## config.mk

```make
export PLATFORM = sky130hd
export DESIGN_NAME = mac_unit_vert_seq
export DESIGN_NICKNAME = d
export VERILOG_FILES = /design/src/rtl/mac_unit_vert_seq.sv
export SDC_FILE = /design/constraint.sdc
export NUM_CORES = 1
export LEC_CHECK = 0
export ABC_AREA = 0
export CAP_MARGIN = 0
export CORE_MARGIN = 2
export CORE_UTILIZATION = 50
export CTS_CLUSTER_SIZE = 14
export DETAILED_ROUTE_END_ITERATION = 12
export GPL_TIMING_DRIVEN = 0
export HOLD_SLACK_MARGIN = 0.1
export PLACE_DENSITY_LB_ADDON = 0.2
export SLEW_MARGIN = 5
export SYNTH_ARGS = -nofsm -noshare
export SYNTH_HDL_FRONTEND = slang
export SYNTH_SLANG_ARGS = --single-unit
```

## constraint.sdc

```tcl
create_clock -name clk -period 16.75 [get_ports clk]
set_input_delay 5.025 -clock clk [delete_from_list [all_inputs] [get_ports clk]]
set_output_delay 5.025 -clock clk [all_outputs]
set_load 0.1 [all_outputs]
```

## src/rtl/mac_unit_vert_seq.sv

```systemverilog
// mac_unit_vert_seq: self-sequencing 16-lane vertical bit-serial MAC with group complement and valid/ready handshakes
module mac_unit_vert_seq #(
  parameter int DATA_WIDTH = 8,
  parameter int VEC_LENGTH = 16,
  parameter int GROUP_SIZE = 8,
  parameter int WEIGHT_BITS = 8,
  parameter int ACC_WIDTH = 32,
  localparam int NUM_GROUPS = VEC_LENGTH / GROUP_SIZE,
  localparam int COL_W = $clog2(WEIGHT_BITS)
) (
  input  logic clk,
  input  logic reset,
  input  logic act_valid,
  output logic act_ready,
  input  logic [VEC_LENGTH-1:0][DATA_WIDTH-1:0] act,
  input  logic act_last,
  input  logic col_valid,
  output logic col_ready,
  input  logic [VEC_LENGTH-1:0] col_mask,
  input  logic [NUM_GROUPS-1:0] col_inv,
  input  logic [COL_W-1:0] col_idx,
  input  logic col_end,
  output logic out_valid,
  input  logic out_ready,
  output logic [ACC_WIDTH-1:0] result
);
  localparam int GS_W = DATA_WIDTH + $clog2(GROUP_SIZE) + 1;
  localparam int CS_W = DATA_WIDTH + $clog2(VEC_LENGTH) + 1;
  typedef enum logic [1:0] {LOAD, COL, DRAIN, OUT} state_t;
  state_t state;
  logic last_q, stg_v;
  logic [VEC_LENGTH-1:0][DATA_WIDTH-1:0] act_q;
  logic signed [GS_W-1:0] gsum_d [NUM_GROUPS];
  logic signed [GS_W-1:0] gsum_q [NUM_GROUPS];
  logic signed [GS_W-1:0] msum;
  logic signed [CS_W-1:0] colsum;
  logic signed [ACC_WIDTH-1:0] colval, stg, acc, acc_nxt;
  // full group sums of the incoming vector, needed later for complemented columns
  always_comb begin
    for (int g = 0; g < NUM_GROUPS; g++) begin
      gsum_d[g] = '0;
      for (int l = 0; l < GROUP_SIZE; l++)
        gsum_d[g] = gsum_d[g] + GS_W'($signed(act[g*GROUP_SIZE+l]));
    end
  end
  // column sum from registered operands only, MSB column negated, then weighted by its bit position
  always_comb begin
    colsum = '0;
    msum = '0;
    for (int g = 0; g < NUM_GROUPS; g++) begin
      msum = '0;
      for (int l = 0; l < GROUP_SIZE; l++)
        if (col_mask[g*GROUP_SIZE+l]) msum = msum + GS_W'($signed(act_q[g*GROUP_SIZE+l]));
      colsum = colsum + CS_W'(col_inv[g] ? gsum_q[g] - msum : msum);
    end
    colval = ACC_WIDTH'(col_idx == COL_W'(WEIGHT_BITS - 1) ? -colsum : colsum) << col_idx;
    acc_nxt = acc + (stg_v ? stg : '0);
  end
  // activation vector and its group sums, held for the whole column phase
  always_ff @(posedge clk)
    if (act_valid && act_ready) begin
      act_q <= act;
      gsum_q <= gsum_d;
    end
  // control FSM, pipeline stage, accumulator and registered handshake outputs
  always_ff @(posedge clk) begin
    if (!reset) begin
      state <= LOAD;
      act_ready <= 1'b0;
      col_ready <= 1'b0;
      out_valid <= 1'b0;
      result <= '0;
      acc <= '0;
      stg <= '0;
      stg_v <= 1'b0;
      last_q <= 1'b0;
    end else begin
      acc <= acc_nxt;
      stg_v <= 1'b0;
      case (state)
        LOAD: begin
          act_ready <= 1'b1;
          if (act_valid && act_ready) begin
            last_q <= act_last;
            act_ready <= 1'b0;
            col_ready <= 1'b1;
            state <= COL;
          end
        end
        COL:
          if (col_valid && col_ready) begin
            stg <= colval;
            stg_v <= 1'b1;
            if (col_end) begin
              col_ready <= 1'b0;
              act_ready <= !last_q;
              state <= last_q ? DRAIN : LOAD;
            end
          end
        DRAIN: begin
          result <= acc_nxt;
          out_valid <= 1'b1;
          state <= OUT;
        end
        default:
          if (out_ready) begin
            out_valid <= 1'b0;
            result <= '0;
            acc <= '0;
            act_ready <= 1'b1;
            state <= LOAD;
          end
      endcase
    end
  end
endmodule

```

# [Yosys cells after proc, flatten, opt, wreduce, memory -nomap -nowiden]
# Cells that the tools add are included.
[op_classes] reduce_logical=17 n_mux=42 shift=1 bitwise_logic=2 addsub=33 eq_ne=6
[ops] operator="adder 12 x 8 -> 12 bit" n=20
[ops] operator="two-way mux 12 bit" n=16
[ops] operator="two-way mux 32 bit" n=5
[ops] operator="one-hot mux 32 bit (2 select lines)" n=1
[ops] operator="adder 32 bit" n=1
[ops] operator="negation 13 -> 32 bit" n=1
[ops] operator="left shift 32 x 3 -> 32 bit" n=1
[ops] operator="two-way mux 13 bit" n=2
[ops] operator="subtractor 12 x 12 -> 13 bit" n=2
[ops] operator="adder 11 x 8 -> 12 bit" n=2
[ops] operator="adder 10 x 8 -> 11 bit" n=2
[ops] operator="adder 9 x 8 -> 10 bit" n=2
[ops] operator="adder 8 x 8 -> 9 bit" n=2
[ops] operator="adder 13 bit" n=1
[ops] operator="AND reduction 4 bit" n=3
[ops] operator="two-way mux 2 bit" n=5
[ops] operator="two-way mux 1 bit" n=9
[ops] operator="AND reduction 2 bit" n=4
[ops] operator="inequality test 2 bit (second input constant)" n=3
[ops] operator="one-hot mux 2 bit (3 select lines)" n=1
[ops] operator="one-hot mux 1 bit (2 select lines)" n=2
[ops] operator="nonzero test 2 bit" n=2
[ops] operator="nonzero test 4 bit" n=1
[ops] operator="== test 3 bit (second input constant)" n=1
[ops] operator="10 further kinds" n=12
[totals] register_bits=255

# [Longest topological paths before layout]
# Gate-level depths: netlist of the first run.
[logic_depth] depth_word=21 mapped_depth=65 ltp_nobuf=64

# [Worst setup path after synthesis of the first run]
# No wires, ideal clock.
[synth_timing] path_type="input-to-reg" from="in col_mask[8]" to="reg stg[20]" path_stages=61 t_required_ns=16.676 setup_time_ns=0.074 setup_slack_ns=1.099 n_path_buf=1 arrival_ns=15.577 path_cell_list="buf_2 > and2_1 > ha_1 > inv_1 > fa_1 > o21ai_0 > a21oi_1 > xnor2_1 > mux2i_1 > ha_1 > nand3_1 > o21ai_2 > a211oi_1 > xnor2_1 > mux2_2 > ha_1 > o21ai_0 > a21oi_1 > [... 25 more ...] > nand3_1 > a21oi_1 > or4_1 > a32o_1 > a21o_1 > ha_1 > nand3_1 > o211a_1 > a21oi_1 > inv_1 > a22o_1 > or3_1 > nand2_1 > nand2_1 > ha_1 > nand2_1 > nand2_1 > o21ai_0"
[synth_via] elab_chain_len=21
[synth_lines] item="start: declaration" line="19" source="input logic [VEC_LENGTH-1:0] col_mask,"
[synth_lines] item="two-way mux 12 bit *" line="53" source="if (col_mask[g*GROUP_SIZE+l]) msum = msum + GS_W'($signed(act_q[g*GROUP_SIZE+l]));"
[synth_lines] item="adder 12 x 8 -> 12 bit" line="53"
[synth_lines] item="two-way mux 12 bit *" line="53"
[synth_lines] item="adder 12 x 8 -> 12 bit" line="53"
[synth_lines] item="two-way mux 12 bit *" line="53"
[synth_lines] item="adder 12 x 8 -> 12 bit" line="53"
[synth_lines] item="two-way mux 12 bit *" line="53"
[synth_lines] item="adder 12 x 8 -> 12 bit" line="53"
[synth_lines] item="[... 5 more ...]"
[synth_lines] item="adder 12 x 8 -> 12 bit" line="53"
[synth_lines] item="two-way mux 12 bit *" line="53"
[synth_lines] item="subtractor 12 x 12 -> 13 bit" line="54" source="colsum = colsum + CS_W'(col_inv[g] ? gsum_q[g] - msum : msum);"
[synth_lines] item="two-way mux 13 bit *" line="54"
[synth_lines] item="adder 13 bit *" line="54"
[synth_lines] item="negation 13 -> 32 bit" line="56" source="colval = ACC_WIDTH'(col_idx == COL_W'(WEIGHT_BITS - 1) ? -colsum : colsum) << col_idx;"
[synth_lines] item="two-way mux 32 bit *" line="56"
[synth_lines] item="left shift 32 x 3 -> 32 bit *" line="56"
[synth_lines] item="end signal: assignment" line="92" source="stg <= colval;"
[synth_lines] item="end: declaration" line="37" source="logic signed [ACC_WIDTH-1:0] colval, stg, acc, acc_nxt;"
# Mark *: on every way between the ends. The rest lies on a longest branch, timed or not.
# A chain may end at the register's enable or synchronous reset.

# [Final worst setup path of the first run]
[layout_timing] from="in col_mask[8]" to="reg stg[22]"
# Same word-level chain as after synthesis.

==> impl_results.md, run 1 <==
* Via/cell ratio at 5.57
* Non-Filler Instances at 3,452
* Final setup margin at 0.547 ns
* Nets at 3,348
* Post-synth EDFFs at 152
* Placer Congestion at 0.937
* Core ar. at 0.0465 mm²
* Synth area leader: edfxtp_1
* Top cells by area, synth: edfxtp_1, ha_1, fa_1, dfxtp_1, inv_1
* Status: finished, final reports clean
* Synth async-reset ratio at 0%
* Clock Latency Late Sink at 0.60 ns
* I/O Pins at 191
* Tcrit/Tclk final at 96.7%
* Most numerous cell in the Yosys netlist: inv_1
* Mux cell area share after synthesis at 3.55%
* Chip Width at 221 µm
* Gate Count Post-Synth at 2,604
* DRC viols at 0
* Max frequency at 61.7 MHz
* Vias at 19,200
* GRT Util Overall at 24.4%
* IO Port Bufs at 175
* Cells after DPL at 3,387
* CTS tree: built
* Adder and majority gate portion of the synthesized area at 23.5%
* Clock slew at reported path FFs at 0.06 ns
* Synth Area in Simple Gates at 13.3%
* Pre-Repair DR Iteration Count at 7
* Max-cap violations at 0
* Worst Skew at 0.0245 ns
* CTS HTree Levels at 1
* Worst path arrival time at 16.70 ns
* Initial antenna violation count at 1
* Worst Setup Path Type: in2reg
* Synth Area in XOR/XNOR at 6.00%
* WL per Instance at 17.4 µm
* Share of cells above drive strength 1 at 7.14%
* CP max-delay cell: or4_1
* Vias in the first global route at 19,200
* Site Rows at 79
* Syn nets at 3,128
* Power Dens Cells at 199 mW/mm²
* Tmin final at 16.20 ns
* Worst vdd ir at 0.000246 V
* Final wirelength at 60,000 µm
* Dpl ws at -0.680 ns
* Hold Fails Final Rpt at 0
* Synth unique cells at 90
* Yosys reg bits at 255
* Max stage delay on crit path at 0.49 ns
* Starting Density at 50.5%
* Ys flop type: edfxtp_1
* Cell Area, Synth at 0.0235 mm²
* Top-area cell type share of the netlist area at 19.4%
* Compound-Gate Fraction of Synth Area at 19.4%
* Relative slew slack at 33.2%
* Area delta synth->final at 16.6%
* Fin. max-slew vios at 0
* First-pass GRT wire length at 95,300 µm
* CTS root buffer: clkbuf_16
* CP Max Fanout at 10
* Most instantiated cells after synthesis: inv_1, ha_1, nor2_1, o21ai_0, a21oi_1
* Largest net degree at the start of global routing at 118
* Startpoint Class: input pin
* DR iter-0 viols at 1,055
* Ant diodes at 0
* Clock Tree Buf Depth at 3
* Critical Path RT at 17.25 ns
* Top cell by count, worst path: nand2_1
* Die area at 0.0487 mm²
* Die Ht at 221 µm
* Antenna-violating nets left at 0
* Clock sinks at 255
* Final HPWL DP at 49,300 µm
* Worst Tran Pin Value at 0.999 ns
* Sequential element share of the synthesized area at 28.2%
* Largest family of logic cells by synthesized area: adder cells
* Syn Area/Cell at 9.01 µm²
* Grt ovf at 0
* Yosys warns at 0
* Critical Path Sink Type: register
* CTS Buf Count at 30
* Lkg Pwr at 11.6 nW
* Final Setup Violations at 0
* Worst Hold Class: reg2reg
cells in the final DEF, fill, tap and decap left out, types with 16 or more instances in the layout:
| cell type | n |
|---|---|
| a211oi_1 | 34 |
| a21o_1 | 52 |
| a21oi_1 | 183 |
| a31oi_1 | 21 |
| and2_1 | 47 |
| clkbuf_1 | 70 |
| clkbuf_16 | 31 |
| clkdlybuf4s50_1 | 175 |
| dfxtp_1 | 103 |
| edfxtp_1 | 152 |
| fa_1 | 122 |
| ha_1 | 239 |
| inv_1 | 298 |
| mux2_2 | 48 |
| mux2i_1 | 23 |
| nand2_1 | 178 |
| nand2b_1 | 21 |
| nand3_1 | 50 |
| nand3b_1 | 21 |
| nor2_1 | 209 |
| nor2b_1 | 37 |
| nor3_1 | 30 |
| o211ai_1 | 18 |
| o21a_1 | 34 |
| o21ai_0 | 160 |
| o21ai_1 | 36 |
| o21bai_1 | 22 |
| or3_1 | 16 |
| xnor2_1 | 97 |
| xor2_1 | 53 |
worst max-delay path: cells and delay by family:
kind	cells	cell delay, ns
mux	4	1.12
compound gates	20	3.69
fa+ha+maj	11	3.45
xor+xnor	5	0.65
buf+inv	4	0.41
simple gates	17	2.31
power by group:
part	internal, mW	total, mW	switching (mW)	leakage (nW)
sequential	0.774	0.810	0.0358	2.24
combinational	1.71	3.99	2.28	8.91
clock	0.369	0.634	0.265	0.460
total	2.85	5.44	2.58	11.6
worst paths after layout:
path                              from              endpoint  slack [ns]  cells after the start
setup reg to reg   act_q[64]$_DFFE_PP_  stg[22]$_SDFFE_PN0P_        4.89                     60
hold / removal    stg[10]$_SDFFE_PN0P_  stg[10]$_SDFFE_PN0P_        0.45                      2
hold reg to reg   stg[10]$_SDFFE_PN0P_  stg[10]$_SDFFE_PN0P_        0.45                      2
setup / recovery           col_mask[8]  stg[22]$_SDFFE_PN0P_        0.55                     61
cells by family after synthesis:
| kind of cell | after synthesis |
|---|---|
| mux | 76 |
| buf+inv | 374 |
| flops | 255 |
| simple gates | 659 |
| xor+xnor | 156 |
| fa+ha+maj | 368 |
| compound gates | 716 |
sequential cells by signal (all words and copies together), names as in the netlist:
signal	flops
acc	32
act_q	128
act_ready	1
col_ready	1
gsum_q	24
last_q	1
out_valid	1
result	32
state	2
stg	32
stg_v	1
area by class of cell:
type,instances,area [µm²]
multi-input cells,1975,15800
clock inverters,9,76.3
well taps,607,759
flip-flops and latches,255,6630
plain buffers,72,280
clock buffers,44,865
inverters,302,1140
repair buffers,188,1870
fillers,4055,19100
what timing repair did:
item	4_1_cts	5_1_grt
resized for setup	3	107
endpoints found under the hold margin	0	0
buffers inserted	0	12
hold buffers	0	0
endpoints found under the setup margin	4	23
pin swaps	1	18
per-stage QoR:
stage	util, %	power [mW]	setup TNS, ns	hold slack (ns)	cell area (µm²)
2_1_floorplan	-	3.82	0	0.427	23500
3_5_place_dp	56.0	4.62	-7.62	0.445	26000
4_1_cts	58.1	5.29	0	0.453	27000
6_report	58.9	5.44	0	0.449	27400
3_3_place_gp	55.9	4.52	-3.50	0.434	26000
5_1_grt	58.9	5.96	-0.103	0.476	27400
per-layer routing:
layer	vias up	routed length, µm	track usage, %
met5	-	16	0
met4	2	1460	5.64
met3	86	2400	3.24
met2	388	29600	44.1
met1	9194	26500	30.9
li1	9570	-	-
Note: power is estimated with default switching activity, not from simulation.
==> run 2, diff against run 1 <==
- CTS_CLUSTER_DIAMETER: unset -> 60
==> impl_results.md, run 2 (synthesis results as in run 1) <==
* R2R Path End: stg[22]$_SDFFE_PN0P_
* Sw frac at 47.7% (+0.17 points)
* Flop2flop setup slack at 4.89 ns (about the same)
* Relative slew slack at 33.3% (+0.074 points)
* Pre-Repair DR Iteration Count at 5 (-2)
* Clock Tree Buf Depth at 3 (unchanged)
* Worst setup path start: col_mask[0]
* Clock sinks at 255 (unchanged)
* Fin. max-slew vios at 0 (unchanged)
* Most frequent cells in the layout: inv_1, ha_1, nor2_1
* Internal power at 2.87 mW (+0.62%)
* Grt ovf at 0 (unchanged)
* Starting Density at 50.5% (unchanged)
* CP max-delay cell: or3_4
* Vias in the first global route at 19,300 (+0.25%)
* Initial antenna violation count at 1 (unchanged)
* Cells after DPL at 3,387 (unchanged)
* Final wirelength at 59,900 µm (about the same)
* Top reg by flops: act_q
* WL per Instance at 17.4 µm (about the same)
* Tot Pwr at 5.49 mW (+0.95%)
* First-pass GRT wire length at 95,400 µm (+0.14%)
* Placer Congestion at 0.937 (unchanged)
* Chip Width at 221 µm (unchanged)
* CP Capture Point: stg[22]$_SDFFE_PN0P_
* Largest register FFs at 128 (unchanged)
* Clock share of power at 12.3% (+0.6 points)
* Status: finished, final reports clean
* Worst Setup Path Type: in2reg
* I/O Pins at 191 (unchanged)
* Clock slew at reported path FFs at 0.07 ns (about the same)
* R2R depth at 58 (-3.3%)
* CTS Buf Count at 29 (-3.3%)
* Worst path arrival time at 16.69 ns (about the same)
* Worst Hold Class: reg2reg
* Critical Path RT at 17.27 ns (+0.02 ns)
* Lkg Pwr at 11.6 nW (+0.14%)
* Sequential Power Share at 14.7% (-0.2 points)
* Core ar. at 0.0465 mm² (unchanged)
* Dpl ws at -0.680 ns (unchanged)
* Share of cells above drive strength 1 at 7.25% (+0.11 points)
* Area delta synth->final at 16.7% (about the same)
* Die Ht at 221 µm (unchanged)
* Non-Filler Instances at 3,451 (-0.029%)
* CTS tree: built
* Critical Path Sink Type: register
* Worst vdd ir at 0.000256 V (+4.4%)
* Commonest non-fill, non-tap cell in the layout: inv_1
* CTS HTree Levels at 1 (unchanged)
* Vias at 19,300 (+0.099%)
* Sw Pwr at 2.62 mW (+1.3%)
* Antenna-violating nets left at 0 (unchanged)
* Top cell by count, worst path: ha_1
* Max-cap violations at 0 (unchanged)
* DRC viols at 0 (unchanged)
* Worst Skew at 0.0190 ns (-0.00552 ns)
* Site Rows at 79 (unchanged)
* Startpoint Class: input pin
* Via/cell ratio at 5.58 (+0.13%)
* Final HPWL DP at 49,300 µm (unchanged)
* CP Max Fanout at 10 (unchanged)
* GRT Util Overall at 24.4% (about the same)
* Fill cell count at 4,061 (+0.15%)
* DR iter-0 viols at 1,130 (+7.1%)
* Tmin final at 16.17 ns (-0.0358 ns)
* Max frequency at 61.9 MHz (+0.22%)
* Clock Latency Late Sink at 0.61 ns (about the same)
* Power Dens Cells at 200 mW/mm² (+0.90%)
* Final setup margin at 0.583 ns (+0.0358 ns)
* Comb pwr share at 73.0% (-0.4 points)
* Placed cell area at 0.0260 mm² (unchanged)
* Tcrit/Tclk final at 96.5% (-0.21 points)
* IO Port Bufs at 175 (unchanged)
* Cell area after layout at 0.0274 mm² (about the same)
* Nets at 3,346 (-0.060%)
* Worst Tran Pin Value at 0.998 ns (-0.00111 ns)
* Max stage delay on crit path at 0.41 ns (-0.08 ns)
* Final Setup Violations at 0 (unchanged)
* Worst reg2reg path startpoint: act_q[0]$_DFFE_PP_
* Die area at 0.0487 mm² (unchanged)
* Largest net degree at the start of global routing at 118 (unchanged)
* Fin util at 58.9% (about the same)
* CTS root buffer: clkbuf_16
* Hold Fails Final Rpt at 0 (unchanged)
[run 2: cell types whose count changed in the layout (fill, tap and decap cells not counted), sizes merged]
cell | previous run | this run
clkinvlp | 0 | 2
buf | 22 | 21
clkbuf | 107 | 97
diode | 0 | 1
inv | 301 | 306
bufinv | 1 | 3
[run 2: cell type report]
type	count	area, µm²	area share, %
tap	607	759	2.77
clock buffer	34	764	2.79
antenna	1	2.50	0.00914
timing repair buffer	187	1860	6.80
inverter	302	1140	4.17
clock inverter	18	231	0.845
buffer	72	280	1.02
sequential	255	6630	24.2
multi-input combinational	1975	15700	57.4
[run 2: through the flow]
stage,setup TNS [ns],hold slack [ns]
after floorplan,0,0.427
after global placement,-3.50,0.434
final,0,0.452
after CTS,0,0.454
after global routing,-0.132,0.479
after detailed placement,-7.62,0.445
[run 2: repair_timing]
item / in CTS / in global routing
setup buffers: 0 / 11
pin swaps: 1 / 16
hold buffers: 0 / 0
gates cloned: 0 / 0
hold endpoints to repair: 0 / 0
resized for setup: 2 / 106
endpoints found under the setup margin: 4 / 23
[run 2: how the worst min path moves through the flow]
stage                              endpoint               startpoint  depth (start not counted)  slack, ns
finish                 stg[10]$_SDFFE_PN0P_     stg[10]$_SDFFE_PN0P_                          2       0.45
global route        result[30]$_SDFFE_PN0P_  result[30]$_SDFFE_PN0P_                          2       0.48
CTS                    stg[10]$_SDFFE_PN0P_     stg[10]$_SDFFE_PN0P_                          2       0.45
detailed placement  result[29]$_SDFFE_PN0P_  result[29]$_SDFFE_PN0P_                          2       0.44
global placement    result[28]$_SDFFE_PN0P_  result[28]$_SDFFE_PN0P_                          2       0.43
floorplan               stg[4]$_SDFFE_PN0P_      stg[4]$_SDFFE_PN0P_                          2       0.43
[run 2: worst max-delay path: cells and delay by family]
kind / cells / cell delay, ns
XOR/XNOR: 8 / 1.57
multiplexers: 3 / 0.79
AO/OA/AOI/OAI: 16 / 2.87
adder cells (fa/ha/maj): 11 / 3.38
AND/OR/NAND/NOR: 15 / 2.48
buffers and inverters: 6 / 0.55
[run 2: routing by layer]
layer,up-vias,global-route usage [%],routed length [µm]
li1,9573,-,-
met5,-,0,0
met3,89,3.45,2570
met4,0,5.71,1550
met2,377,44.1,29500
met1,9220,30.9,26300
[run 2: power by group through the flow]
stage	clock network, mW	logic, mW	registers [mW]
2_1_floorplan	0	3.01	0.807
3_3_place_gp	0	3.69	0.827
3_5_place_dp	0	3.80	0.821
4_1_cts	0.685	3.83	0.808
5_1_grt	0.702	4.50	0.812
6_report	0.673	4.01	0.808
==> run 3, diff against run 2 <==
- PLACE_DENSITY: unset -> 0.7
- PLACE_DENSITY_LB_ADDON: 0.2 -> unset
==> impl_results.md, run 3 (synthesis results as in run 1) <==
* CP max-delay cell: or4_1
* First-pass GRT wire length at 97,300 µm (+1.9%)
* Site Rows at 79 (unchanged)
* Initial antenna violation count at 1 (unchanged)
* Hold slack at 0.448 ns (-0.00419 ns)
* Commonest non-fill, non-tap cell in the layout: inv_1
* Worst path arrival time at 16.69 ns (about the same)
* Final HPWL DP at 49,300 µm (about the same)
* Critical Path RT at 17.25 ns (-0.02 ns)
* Tmin final at 16.19 ns (+0.0201 ns)
* CTS tree: built
* Area delta synth->final at 17.6%
* I/O Pins at 191 (unchanged)
* Vias in the first global route at 19,700 (+2.3%)
* Die Ht at 221 µm (unchanged)
* IO Port Bufs at 175 (unchanged)
* Grt ovf at 0 (unchanged)
* Worst Setup Path Type: in2reg
* Cell area after layout at 0.0276 mm² (+0.80%)
* Power Dens Cells at 203 mW/mm² (+1.4%)
* Clock Latency Late Sink at 0.61 ns (about the same)
* Worst Hold Class: reg2reg
* Max-cap violations at 0 (unchanged)
* Total negative slack at 0 ns (unchanged)
* CP Max Fanout at 10 (unchanged)
* Fin util at 59.4% (+0.47 points)
* GR Layer Usage met2 at 44.4% (+0.34 points)
* Share of cells above drive strength 1 at 8.13% (+0.88 points)
* Status: finished, final reports clean
* Tot Pwr at 5.61 mW (+2.2%)
* Clock slew at reported path FFs at 0.06 ns (about the same)
* Gr busiest metal: met2
* Via/cell ratio at 5.60 (+0.30%)
* Pre-Repair DR Iteration Count at 5 (unchanged)
* Worst reg2reg path startpoint: act_q[64]$_DFFE_PP_
* Final Setup Violations at 0 (unchanged)
* Min-Delay Path Depth at 2 (unchanged)
* Grt met1 use at 31.7% (+0.83 points)
* Cells after DPL at 3,387 (unchanged)
* Largest register FFs at 128 (unchanged)
* Placer Congestion at 0.899 (-4.0%)
* WL per Instance at 17.4 µm (+0.30%)
* Top cell by count, worst path: ha_1
* Met3 usage at 2.39% (-1.1 points)
* CTS Buf Count at 31 (+6.9%)
* Non-Filler Instances at 3,463 (+0.35%)
* Worst Skew at 0.0428 ns (+0.0239 ns)
* Relative slew slack at 32.5% (-0.76 points)
* Starting Density at 50.5% (unchanged)
* Critical Path Sink Type: register
* Hold path start: stg[6]$_SDFFE_PN0P_
* Post-CTS Hold Buffers at 0 (unchanged)
* CTS HTree Levels at 1 (unchanged)
* Chip Width at 221 µm (unchanged)
* Placed cell area at 0.0260 mm² (about the same)
* Top reg by flops: act_q
* Clock sinks at 255 (unchanged)
* Dpl ws at -0.682 ns (-0.00206 ns)
* Final wirelength at 60,300 µm (+0.65%)
* Worst vdd ir at 0.000234 V (-8.6%)
* Most frequent cells in the layout: inv_1, ha_1, nor2_1
* Fin. max-slew vios at 0 (unchanged)
* Hold Fails Final Rpt at 0 (unchanged)
* Tcrit/Tclk final at 96.6% (+0.12 points)
* Max stage delay on crit path at 0.48 ns (+0.07 ns)
* Worst Tran Pin Value at 1.01 ns (+0.0114 ns)
* Startpoint Class: input pin
* DR iter-0 viols at 1,105 (-2.2%)
* Worst setup path start: col_mask[8]
* Antenna-violating nets left at 0 (unchanged)
* R2R depth at 57 (-1.7%)
* Die area at 0.0487 mm² (unchanged)
* Clock Tree Buf Depth at 3 (unchanged)
* Lkg Pwr at 11.7 nW (+0.75%)
* Vias at 19,400 (+0.64%)
* Nets at 3,356 (+0.30%)
* CTS root buffer: clkbuf_16
* Largest net degree at the start of global routing at 88 (-25%)
* GRT Util Overall at 24.9% (+0.40 points)
* DRC viols at 0 (unchanged)
* Final setup margin at 0.562 ns (-0.0201 ns)
* Core ar. at 0.0465 mm² (unchanged)
* Max frequency at 61.8 MHz (-0.12%)
run 3: changes by cell type in the layout (fill, tap and decap cells not counted), sizes merged:
cell      previous run  this run
buf                 21        29
bufinv               3         2
clkinv               9        11
clkinvlp             2         1
inv                306       310
run 3: path summary, 6_finish.rpt:
kind / end / slack [ns]
setup / recovery: stg[22]$_SDFFE_PN0P_ / 0.56
hold reg to reg: stg[6]$_SDFFE_PN0P_ / 0.45
setup reg to reg: stg[22]$_SDFFE_PN0P_ / 4.87
hold / removal: stg[6]$_SDFFE_PN0P_ / 0.45
run 3: report_power, final:
group / switching, mW / internal [mW]
Sequential: 0.0327 / 0.773
Combinational: 2.35 / 1.77
Clock: 0.300 / 0.384
Total: 2.69 / 2.93
run 3: cell type report:
class | count | area (µm²)
plain buffers | 72 | 280
diodes | 1 | 2.50
clock inverters | 22 | 238
inverters | 302 | 1140
multi-input cells | 1975 | 15800
repair buffers | 195 | 1920
fillers | 3945 | 18900
clock buffers | 34 | 797
well taps | 607 | 759
flip-flops and latches | 255 | 6630
run 3: timing repair:
item / in CTS / in global routing
endpoints found under the setup margin: 4 / 23
pin swaps: 0 / 30
gates resized for setup: 4 / 120
buffers inserted: 0 / 19
run 3: layer usage:
| layer | up-vias | wire length, µm |
|---|---|---|
| li1 | 9616 | - |
| met1 | 9198 | 26200 |
| met2 | 449 | 29700 |
| met3 | 120 | 2640 |
| met4 | 0 | 1860 |
| met5 | - | 0 |
run 3: critical path, delay by kind of cell:
family	cells	cell delay, ns
fa+ha+maj	11	3.50
mux	4	1.01
xor+xnor	6	0.94
simple gates	16	2.37
compound gates	17	3.33
buf+inv	4	0.49
